`src/rtl/spr_line_feeder.sv`:
```
`timescale 1ns/1ps
// -----------------------------------------------------------------------------
// spr_line_feeder
//
// Sprite line sequencer. On each NEWLINE pulse it walks the sprite attribute
// table, picks the sprites whose 16-line band covers the target line and, for
// each one, issues a LACH strobe with colour/X/flip, then one CARY strobe per
// 8-pixel chunk with the matching graphics ROM row address. HEND closes the line.
//
// Ports
//   clk_12M  : sole clock, rising edge
//   nRES     : asynchronous active-low reset
//   NEWLINE  : one-cycle pulse, starts (or restarts) a scan for LINE
//   LINE     : target raster line, sampled with NEWLINE
//   ATTR_A   : attribute RAM address (current table index)
//   ATTR_D   : attribute entry, valid one cycle after ATTR_A
//   CA       : graphics ROM row address {CODE, row, chunk}
//   OC/HP/OHF: colour, start X, horizontal flip of the latched sprite
//   LACH     : new-sprite strobe
//   CARY     : per-chunk strobe
//   HEND     : end-of-line strobe
//   BUSY     : scan in progress (NEWLINE .. HEND)
// -----------------------------------------------------------------------------
module spr_line_feeder #(
  parameter int NSPR   = 128,
  parameter int MAXSPR = 32
) (
  input  logic                    clk_12M,
  input  logic                    nRES,
  input  logic                    NEWLINE,
  input  logic [7:0]              LINE,
  output logic [$clog2(NSPR)-1:0] ATTR_A,
  input  logic [39:0]             ATTR_D,
  output logic [16:0]             CA,
  output logic [7:0]              OC,
  output logic [8:0]              HP,
  output logic                    OHF,
  output logic                    LACH,
  output logic                    CARY,
  output logic                    HEND,
  output logic                    BUSY
);

  localparam int AW = $clog2(NSPR);
  localparam int NW = $clog2(MAXSPR + 1);
  localparam logic [AW-1:0] LAST_IDX = AW'(NSPR - 1);
  localparam logic [NW-1:0] MAX_CNT  = NW'(MAXSPR);

  typedef enum logic [2:0] {
    S_IDLE,
    S_FETCH,
    S_EVAL,
    S_LATCH,
    S_DRAW,
    S_DONE
  } state_t;

  // Attribute entry fields
  logic        w_active;
  logic        w_hflip;
  logic [1:0]  w_wm1;
  logic [7:0]  w_color;
  logic [8:0]  w_x;
  logic [7:0]  w_y;
  logic [10:0] w_code;

  assign w_active = ATTR_D[39];
  assign w_hflip  = ATTR_D[38];
  assign w_wm1    = ATTR_D[37:36];
  assign w_color  = ATTR_D[35:28];
  assign w_x      = ATTR_D[27:19];
  assign w_y      = ATTR_D[18:11];
  assign w_code   = ATTR_D[10:0];

  state_t      r_state;
  logic [7:0]  r_line;
  logic [AW-1:0] r_idx;
  logic [NW-1:0] r_cnt;
  logic        r_hflip;
  logic [1:0]  r_wm1;
  logic [10:0] r_code;
  logic [3:0]  r_row;
  logic [1:0]  r_k;
  logic [1:0]  r_ph;
  logic [16:0] r_ca;
  logic [7:0]  r_oc;
  logic [8:0]  r_hp;
  logic        r_ohf;
  logic        r_lach;
  logic        r_cary;
  logic        r_hend;
  logic        r_busy;

  // Line offset into the sprite band; 8-bit wrap makes sprites that start near
  // the bottom of the frame continue at the top.
  logic [7:0]  w_d;
  logic        w_visible;
  logic [1:0]  w_next_k;
  logic [1:0]  w_chunk;
  logic [16:0] w_ca_next;

  // NOTE: every signal written in always_comb gets a default first so no
  // path through the block leaves it unassigned, which would infer a latch.
  always_comb begin
    w_d       = r_line - w_y;
    w_visible = w_active && (w_d[7:4] == 4'd0);
    // Slot index of the slot about to start: 0 when leaving LATCH, k+1 in DRAW.
    w_next_k  = (r_state == S_DRAW) ? r_k + 2'd1 : 2'd0;
    w_chunk   = r_hflip ? (r_wm1 - w_next_k) : w_next_k;
    w_ca_next = {r_code, r_row, w_chunk};
  end

  // NOTE: sequential state uses non-blocking assignments only, so every
  // register samples the pre-edge values regardless of statement order.
  // NOTE: every register, including the held sprite fields, is cleared by
  // the asynchronous reset so outputs drop to 0 immediately.
  always_ff @(posedge clk_12M or negedge nRES) begin
    if (!nRES) begin
      r_state <= S_IDLE;
      r_line  <= '0;
      r_idx   <= '0;
      r_cnt   <= '0;
      r_hflip <= 1'b0;
      r_wm1   <= '0;
      r_code  <= '0;
      r_row   <= '0;
      r_k     <= '0;
      r_ph    <= '0;
      r_ca    <= '0;
      r_oc    <= '0;
      r_hp    <= '0;
      r_ohf   <= 1'b0;
      r_lach  <= 1'b0;
      r_cary  <= 1'b0;
      r_hend  <= 1'b0;
      r_busy  <= 1'b0;
    end else begin
      // Strobes are single-cycle unless re-armed below.
      r_lach <= 1'b0;
      r_cary <= 1'b0;
      r_hend <= 1'b0;

      if (NEWLINE) begin
        // Start of a line, or abort of the running one: same restart either way.
        r_line  <= LINE;
        r_idx   <= '0;
        r_cnt   <= '0;
        r_busy  <= 1'b1;
        r_state <= S_FETCH;
      end else begin
        case (r_state)
          S_IDLE: begin
            r_state <= S_IDLE;
          end

          // ATTR_A already holds the index; wait for the RAM read.
          S_FETCH: begin
            r_state <= S_EVAL;
          end

          S_EVAL: begin
            if (w_visible) begin
              r_hflip <= w_hflip;
              r_wm1   <= w_wm1;
              r_code  <= w_code;
              r_row   <= w_d[3:0];
              r_oc    <= w_color;
              r_hp    <= w_x;
              r_ohf   <= w_hflip;
              r_lach  <= 1'b1;
              r_cnt   <= r_cnt + 1'b1;
              r_state <= S_LATCH;
            end else if (r_idx == LAST_IDX) begin
              r_hend  <= 1'b1;
              r_state <= S_DONE;
            end else begin
              r_idx   <= r_idx + 1'b1;
              r_state <= S_FETCH;
            end
          end

          S_LATCH: begin
            r_k     <= 2'd0;
            r_ph    <= 2'd0;
            r_cary  <= 1'b1;
            r_ca    <= w_ca_next;
            r_state <= S_DRAW;
          end

          // Each slot lasts four cycles; CARY and the new CA land on phase 0.
          S_DRAW: begin
            r_ph <= r_ph + 2'd1;
            if (r_ph == 2'd3) begin
              if (r_k == r_wm1) begin
                if (r_cnt == MAX_CNT || r_idx == LAST_IDX) begin
                  r_hend  <= 1'b1;
                  r_state <= S_DONE;
                end else begin
                  r_idx   <= r_idx + 1'b1;
                  r_state <= S_FETCH;
                end
              end else begin
                r_k    <= w_next_k;
                r_cary <= 1'b1;
                r_ca   <= w_ca_next;
              end
            end
          end

          // HEND is high in this cycle; BUSY drops on the way out.
          S_DONE: begin
            r_busy  <= 1'b0;
            r_state <= S_IDLE;
          end

          default: begin
            r_state <= S_IDLE;
          end
        endcase
      end
    end
  end

  assign ATTR_A = r_idx;
  assign CA     = r_ca;
  assign OC     = r_oc;
  assign HP     = r_hp;
  assign OHF    = r_ohf;
  assign LACH   = r_lach;
  assign CARY   = r_cary;
  assign HEND   = r_hend;
  assign BUSY   = r_busy;

endmodule

```
`config.mk`:
```
export PLATFORM = sky130hd
export DESIGN_NAME = spr_line_feeder
export DESIGN_NICKNAME = d
export VERILOG_FILES = /design/src/rtl/spr_line_feeder.sv
export SDC_FILE = /design/constraint.sdc
export NUM_CORES = 1
export LEC_CHECK = 0
export ABC_AREA = 1
export BUFFER_PORTS_ARGS = -buffer_cell sky130_fd_sc_hd__buf_4
export CORE_MARGIN = 2
export CORE_UTILIZATION = 36
export DETAILED_ROUTE_END_ITERATION = 12
export PLACE_DENSITY = 0.62
export SYNTH_ARGS = -nofsm -noshare
export SYNTH_HDL_FRONTEND = slang
export SYNTH_SLANG_ARGS = --single-unit
```
`constraint.sdc`:
```
create_clock -name clk_12M -period 2.73 [get_ports clk_12M]
set_input_delay 0.4095 -clock clk_12M [delete_from_list [all_inputs] [get_ports clk_12M]]
set_output_delay 0.4095 -clock clk_12M [all_outputs]
set_load 0.05 [all_outputs]
```
==> flow_summary.json, run 1 <==
{
  "ant_nets": 0,
  "final_util": 0.4702,
  "end_kind": "register",
  "final_hold_viol_count": 0,
  "period_needed_ns": 2.365,
  "clock_path_buffers": 2,
  "hold_path_class": "input port to async pin",
  "path_clk_slew_ns": 0.09,
  "gr-total-overflow": 0,
  "clk_latency_ns": 0.37,
  "finalClockSkew_ns": 0.01943,
  "critical-path-max-stage-delay_ns": 0.40,
  "boundaryPins": 97,
  "die_h_um": 109.1,
  "outcome": "finished clean",
  "port_buffers": 96,
  "critical_path.startpoint": "r_line[0]",
  "netlist_area_mm2": 0.003978,
  "die-area_mm2": 0.01191,
  "grt_pass1_vias": 3316,
  "drtIter0Drc": 213,
  "routed_wl_um": 8812,
  "ys_ff_latch": 84,
  "vias": 3385,
  "p_per_area_mw_per_mm2": 670.1,
  "reg2reg_to": "OHF",
  "internal_power_mw": 2.179,
  "ys_async_sr_fraction": 1.000,
  "tns_ns": 0,
  "syn_nets": 557,
  "path_cells": "inv_1, ha_1, inv_1, fa_1, nand2_1, nand2_1, nand3b_1, nand2_1, nand2_1, nand2_1, nor2_2, nand3_2, inv_2, buf_12, nand2_1, o21ai_0",
  "coreArea_mm2": 0.01079,
  "max_freq_mhz": 422.9,
  "cts_root_buffer": "clkbuf_8",
  "cp_max_fo": 30,
  "p_total_mw": 3.401,
  "yosys_warnings": 0,
  "synth_area_per_cell_um2": 8.068,
  "cellLeakagePower_nw": 2.832,
  "cts_sinks": 84,
  "drc_errors": 0,
  "grt_pass1_wl_um": 15010,
  "yosysUniqueCellTypes": 30,
  "vdd_ir_drop_max_mv": 0.3593,
  "drive_gt1_frac": 0.2114,
  "rsz0062_at_grt": "false",
  "fp.dieW_um": 109.1,
  "finalSetupViolations": 0,
  "wire_per_inst_um": 11.97,
  "synth_cells": 493,
  "tritoncts": "done",
  "post-cts-setup-buffers": 0,
  "crit_top_cell": "nand2_1",
  "dp_hpwl_um": 6454,
  "path_class": "register to register",
  "power_frac_seq": 0.444,
  "pre_cts_slack_ns": 0.2108,
  "layout.nets": 655,
  "ys_seq_area_frac": 0.5285,
  "slowest_stage": "fa_1",
  "slew_viol_final": 0,
  "rows": 38,
  "power_frac_comb": 0.277,
  "start_util": 0.3685,
  "cts-resized-gates": 0,
  "place.gp.congestion": 0.8316,
  "start_kind": "register",
  "antenna_found_initial": 0,
  "hold_buffers": 0,
  "rrSetupSlack_ns": 0.37,
  "timing.rr.start": "r_line[0]",
  "sw_frac_of_total": 0.3593,
  "critPathRequiredTime_ns": 3.01,
  "htree_levels": 3,
  "first_pass_iters": 4,
  "synth_ff_type": "dfrtp_1",
  "min_period_over_period": 0.8663,
  "switchingPower_mw": 1.222,
  "p_clk_frac": 0.279,
  "maxCapViolCount": 0,
  "slew_headroom": 0.5409,
  "rr_worst_depth": 16,
  "num_antenna_cells": 0,
  "cts_buffers": 9,
  "cp-endpoint": "OHF",
  "grt_use_total": 0.1615,
  "crit_arrival_ns": 2.64,
  "viasPerCell": 4.599,
  "synth_edf_count": 0,
  "worst_pin_slew_ns": 0.6887,
  "setup_ws_ns": 0.3651,
  "grt_start_max_net_pins": 55,
  "syn2layout_area_growth_pct": 27.59
}
[Yosys cell counts, types with 3 or more instances]
cell	instances	area (um2)
a21oi_1	9	45.04
nor3_1	5	25.02
o21ai_0	21	105.1
nor2_1	20	75.07
xor2_1	4	35.03
ha_1	12	150.1
inv_1	40	150.1
dfrtp_1	84	2102
nand2_1	233	874.6
buf_2	4	20.02
buf_6	3	33.78
clkbuf_1	8	30.03
xnor2_1	8	70.07
nand3_1	22	110.1
[power by group through the flow]
stage	Combinational [mW]	Sequential, mW	Clock [mW]
after floorplan	0.287	1.86	0
after global placement	0.934	1.53	0
after detailed placement	0.951	1.53	0
after CTS	0.955	1.51	0.988
after global routing	1.04	1.53	1.04
final	0.941	1.51	0.950
[worst max-delay path, delay by kind of cell, from the launching register on]
family | cells | cell delay, ns
fa+ha+maj | 2 | 0.53
simple gates | 9 | 0.79
buf+inv | 4 | 0.53
flops | 1 | 0.37
compound gates | 1 | 0.07
[stage by stage]
step                      area [um2]  std cells  hold slack [ns]
after floorplan                 3978        493           0.1139
after global placement          4860        720           0.4533
after detailed placement        4860        720           0.4582
after CTS                       5072        736           0.1007
after global routing            5075        736           0.1384
final                           5075        736          0.08562
[worst min path at each step]
| stage | start | to | slack [ns] | cells past startpoint |
|---|---|---|---|---|
| after CTS | nRES | r_line[2] | 0.10 | 1 |
| final | nRES | r_line[4] | 0.09 | 1 |
| after global routing | nRES | r_line[4] | 0.14 | 1 |
| after global placement | r_code[8] | CA[14] | 0.45 | 2 |
| after floorplan | nRES | ATTR_A[0] | 0.11 | 0 |
| after detailed placement | r_code[1] | CA[7] | 0.46 | 2 |
[cell usage in the layout, fill, tap and decap left out, types with 2 or more instances in the layout]
master      n
xor2_1      4
nand3_1    22
buf_12      2
nor3_1      5
clkbuf_8   10
inv_6       3
nor3b_1     2
dfrtp_1    84
nor2_1     20
buf_4     100
inv_2       2
nor2_2      2
o21ai_0    21
inv_1      40
a21oi_1     9
nand3b_1    2
nand2_1   232
ha_1       12
xnor2_1     8
[state kept, by name, indices dropped and copies added (netlist names)]
signal   cells
r_cnt        6
r_wm1        2
BUSY         1
r_code      11
CARY         1
LACH         1
CA          17
OHF          1
r_ph         2
r_line       8
r_row        4
HP           9
r_state      3
ATTR_A       7
HEND         1
OC           8
r_k          2
[final cells by class]
cell class	count	area [um2]
clock buffers	10	137.6
clock inverters	6	75.07
fillers	1058	5718
inverters	43	161.4
multi-input cells	351	1633
flip-flops and latches	84	2102
well taps	140	175.2
repair buffers	102	790.8
[per-layer routing]
layer / track usage / wire, um / vias to the layer above
li1: - / - / 1720
met1: 0.2030 / 4055 / 1562
met2: 0.2733 / 4170 / 91
met3: 0.03527 / 469 / 12
met4: 0.05769 / 117 / 0
met5: 0 / 0 / -
[cells by family after synthesis]
family / Yosys count / share of synthesized area
AO/OA/AOI/OAI: 35 / 0.04750
XOR/XNOR: 12 / 0.02642
adder cells (fa/ha/maj): 13 / 0.04278
buffers and inverters: 58 / 0.06165
flip-flops: 84 / 0.5285
AND/OR/NAND/NOR: 291 / 0.2932
No activity file was read; power rests on OpenSTA's default activity.
==> inputs of run 2 (changes only) <==
==> constraint.sdc (replaced) <==
create_clock -name clk_12M -period 3.05 [get_ports clk_12M]
set_input_delay 0.4575 -clock clk_12M [delete_from_list [all_inputs] [get_ports clk_12M]]
set_output_delay 0.4575 -clock clk_12M [all_outputs]
set_load 0.05 [all_outputs]
==> flow_summary.json, run 2 (same netlist as run 1, synthesis figures left out) <==
{
  "hold_path_class": "input port to async pin",
  "vdd_ir_drop_max_mv": 0.2402,
  "layout_common_cells": "nand2_1 (233), buf_4 (99), dfrtp_1 (84), inv_1 (40), nand3_1 (22)",
  "final_common_cell": "nand2_1",
  "fin_area_mm2": 0.005031,
  "timing.rr.start": "r_line[0]",
  "layout.nets": 653,
  "slew_headroom": 0.3061,
  "slowest_stage": "fa_1",
  "viasPerCell": 4.538,
  "finalSetupViolations": 0,
  "die-area_mm2": 0.01191,
  "end_kind": "register",
  "nFillCells": 1100,
  "crit_top_cell": "nand2_1",
  "grt_pass1_wl_um": 14380,
  "ant_nets": 0,
  "maxCapViolCount": 0,
  "drive_gt1_frac": 0.2054,
  "boundaryPins": 97,
  "rrSetupSlack_ns": 0.48,
  "path_clk_slew_ns": 0.08,
  "start_kind": "register",
  "start_util": 0.3685,
  "tns_ns": 0,
  "outcome": "finished clean",
  "period_needed_ns": 2.567,
  "place.gp.congestion": 0.7909,
  "path_class": "register to register",
  "p_per_area_mw_per_mm2": 594.9,
  "cellLeakagePower_nw": 2.807,
  "largest_reg_flops": 17,
  "antenna_found_initial": 0,
  "drc_errors": 0,
  "post-cts-setup-buffers": 0,
  "clk_latency_ns": 0.36,
  "fp.dieW_um": 109.1,
  "num_antenna_cells": 0,
  "coreArea_mm2": 0.01079,
  "cts_buffers": 9,
  "rows": 38,
  "max_freq_mhz": 389.6,
  "vias": 3331,
  "cts_sinks": 84,
  "final_hold_viol_count": 0,
  "critPathRequiredTime_ns": 3.30,
  "min_period_over_period": 0.8416,
  "cts-resized-gates": 0,
  "slew_viol_final": 0,
  "clock_path_buffers": 2,
  "grt_pass1_vias": 3094,
  "rsz0062_at_grt": "false",
  "drtIter0Drc": 166,
  "grt_start_max_net_pins": 85,
  "routed_wl_um": 8630,
  "gr-total-overflow": 0,
  "post_dp_cell_area_mm2": 0.004832,
  "hold_buffers": 0,
  "wire_per_inst_um": 11.76,
  "critical-path-max-stage-delay_ns": 0.41,
  "port_buffers": 96,
  "path_cells": "inv_1, ha_1, inv_1, fa_1, nand2_1, nand2_1, a21oi_1, nor2_1, nand2_1, nor2_2, nand3_2, buf_4, nand2_1, nand2_1, nand2_1",
  "first_pass_iters": 4,
  "dp_hpwl_um": 5988,
  "reg2reg_to": "ATTR_A[3]",
  "cts_root_buffer": "clkbuf_8",
  "crit_arrival_ns": 2.81,
  "syn2layout_area_growth_pct": 26.49,
  "cp_max_fo": 44,
  "die_h_um": 109.1,
  "critPathTopFamily": "simple AND/OR/NAND/NOR gates",
  "finalClockSkew_ns": 0.01057,
  "path_buf_inv": 3,
  "worst_pin_slew_ns": 1.041,
  "rr_worst_depth": 15,
  "grt_use_total": 0.1554,
  "tritoncts": "done",
  "htree_levels": 3
}
[run 2: how the worst max path moves through the flow]
stage / from / cells past startpoint / end
2_1_floorplan: ATTR_D[11] / 14 / ATTR_A[1]
3_3_place_gp: ATTR_D[11] / 15 / ATTR_A[1]
3_5_place_dp: ATTR_D[11] / 15 / ATTR_A[3]
4_1_cts: r_line[0] / 15 / ATTR_A[3]
5_1_grt: r_line[0] / 15 / ATTR_A[3]
6_report: r_line[0] / 15 / ATTR_A[3]
[run 2: per-stage QoR]
step / hold slack [ns] / power, mW / cells / setup WS [ns] / util
global placement: 0.4535 / 2.201 / 718 / 0.4207 / 0.4477
finish: 0.2505 / 2.993 / 734 / 0.4833 / 0.4661
floorplan: 0.1619 / 1.917 / 493 / 0.8831 / -
CTS: 0.2619 / 3.042 / 734 / 0.4691 / 0.4661
global route: 0.2626 / 3.177 / 734 / 0.2219 / 0.4661
detailed placement: 0.4544 / 2.215 / 718 / 0.3469 / 0.4477
[run 2: power by group]
| part | total, mW | switching [mW] | internal (mW) |
|---|---|---|---|
| Clock | 0.809 | 0.423 | 0.386 |
| Combinational | 0.836 | 0.559 | 0.277 |
| Sequential | 1.35 | 0.0935 | 1.25 |
| Total | 2.99 | 1.08 | 1.92 |
[run 2: final cells by class]
cell class                      count  area [um2]  share of cell area
Multi-Input combinational cell    351        1630              0.3240
Clock inverter                      6       71.32             0.01418
Tap cell                          140       175.2             0.03482
Inverter                           43       161.4             0.03208
Timing Repair Buffer              100       763.2              0.1517
Clock buffer                       10       127.6             0.02537
Sequential cell                    84        2102              0.4178
[run 2: worst reg2reg max path: stages, from the launching register on]
cell and delay [ns]:
dfrtp_1 0.37, inv_1 0.06, ha_1 0.13, inv_1 0.07
fa_1 0.41, nand2_1 0.09, nand2_1 0.09, a21oi_1 0.14
nor2_1 0.06, nand2_1 0.07, nor2_2 0.05, nand3_2 0.08
buf_4 0.39, nand2_1 0.29, nand2_1 0.11, nand2_1 0.05
[run 2: metal layers]
metal | global-route usage | wire length [um] | vias to the layer above
li1 | - | - | 1721
met4 | 0.05769 | 79 | 0
met2 | 0.2476 | 4005 | 78
met5 | 0 | 0 | -
met1 | 0.2010 | 4001 | 1527
met3 | 0.04423 | 543 | 5
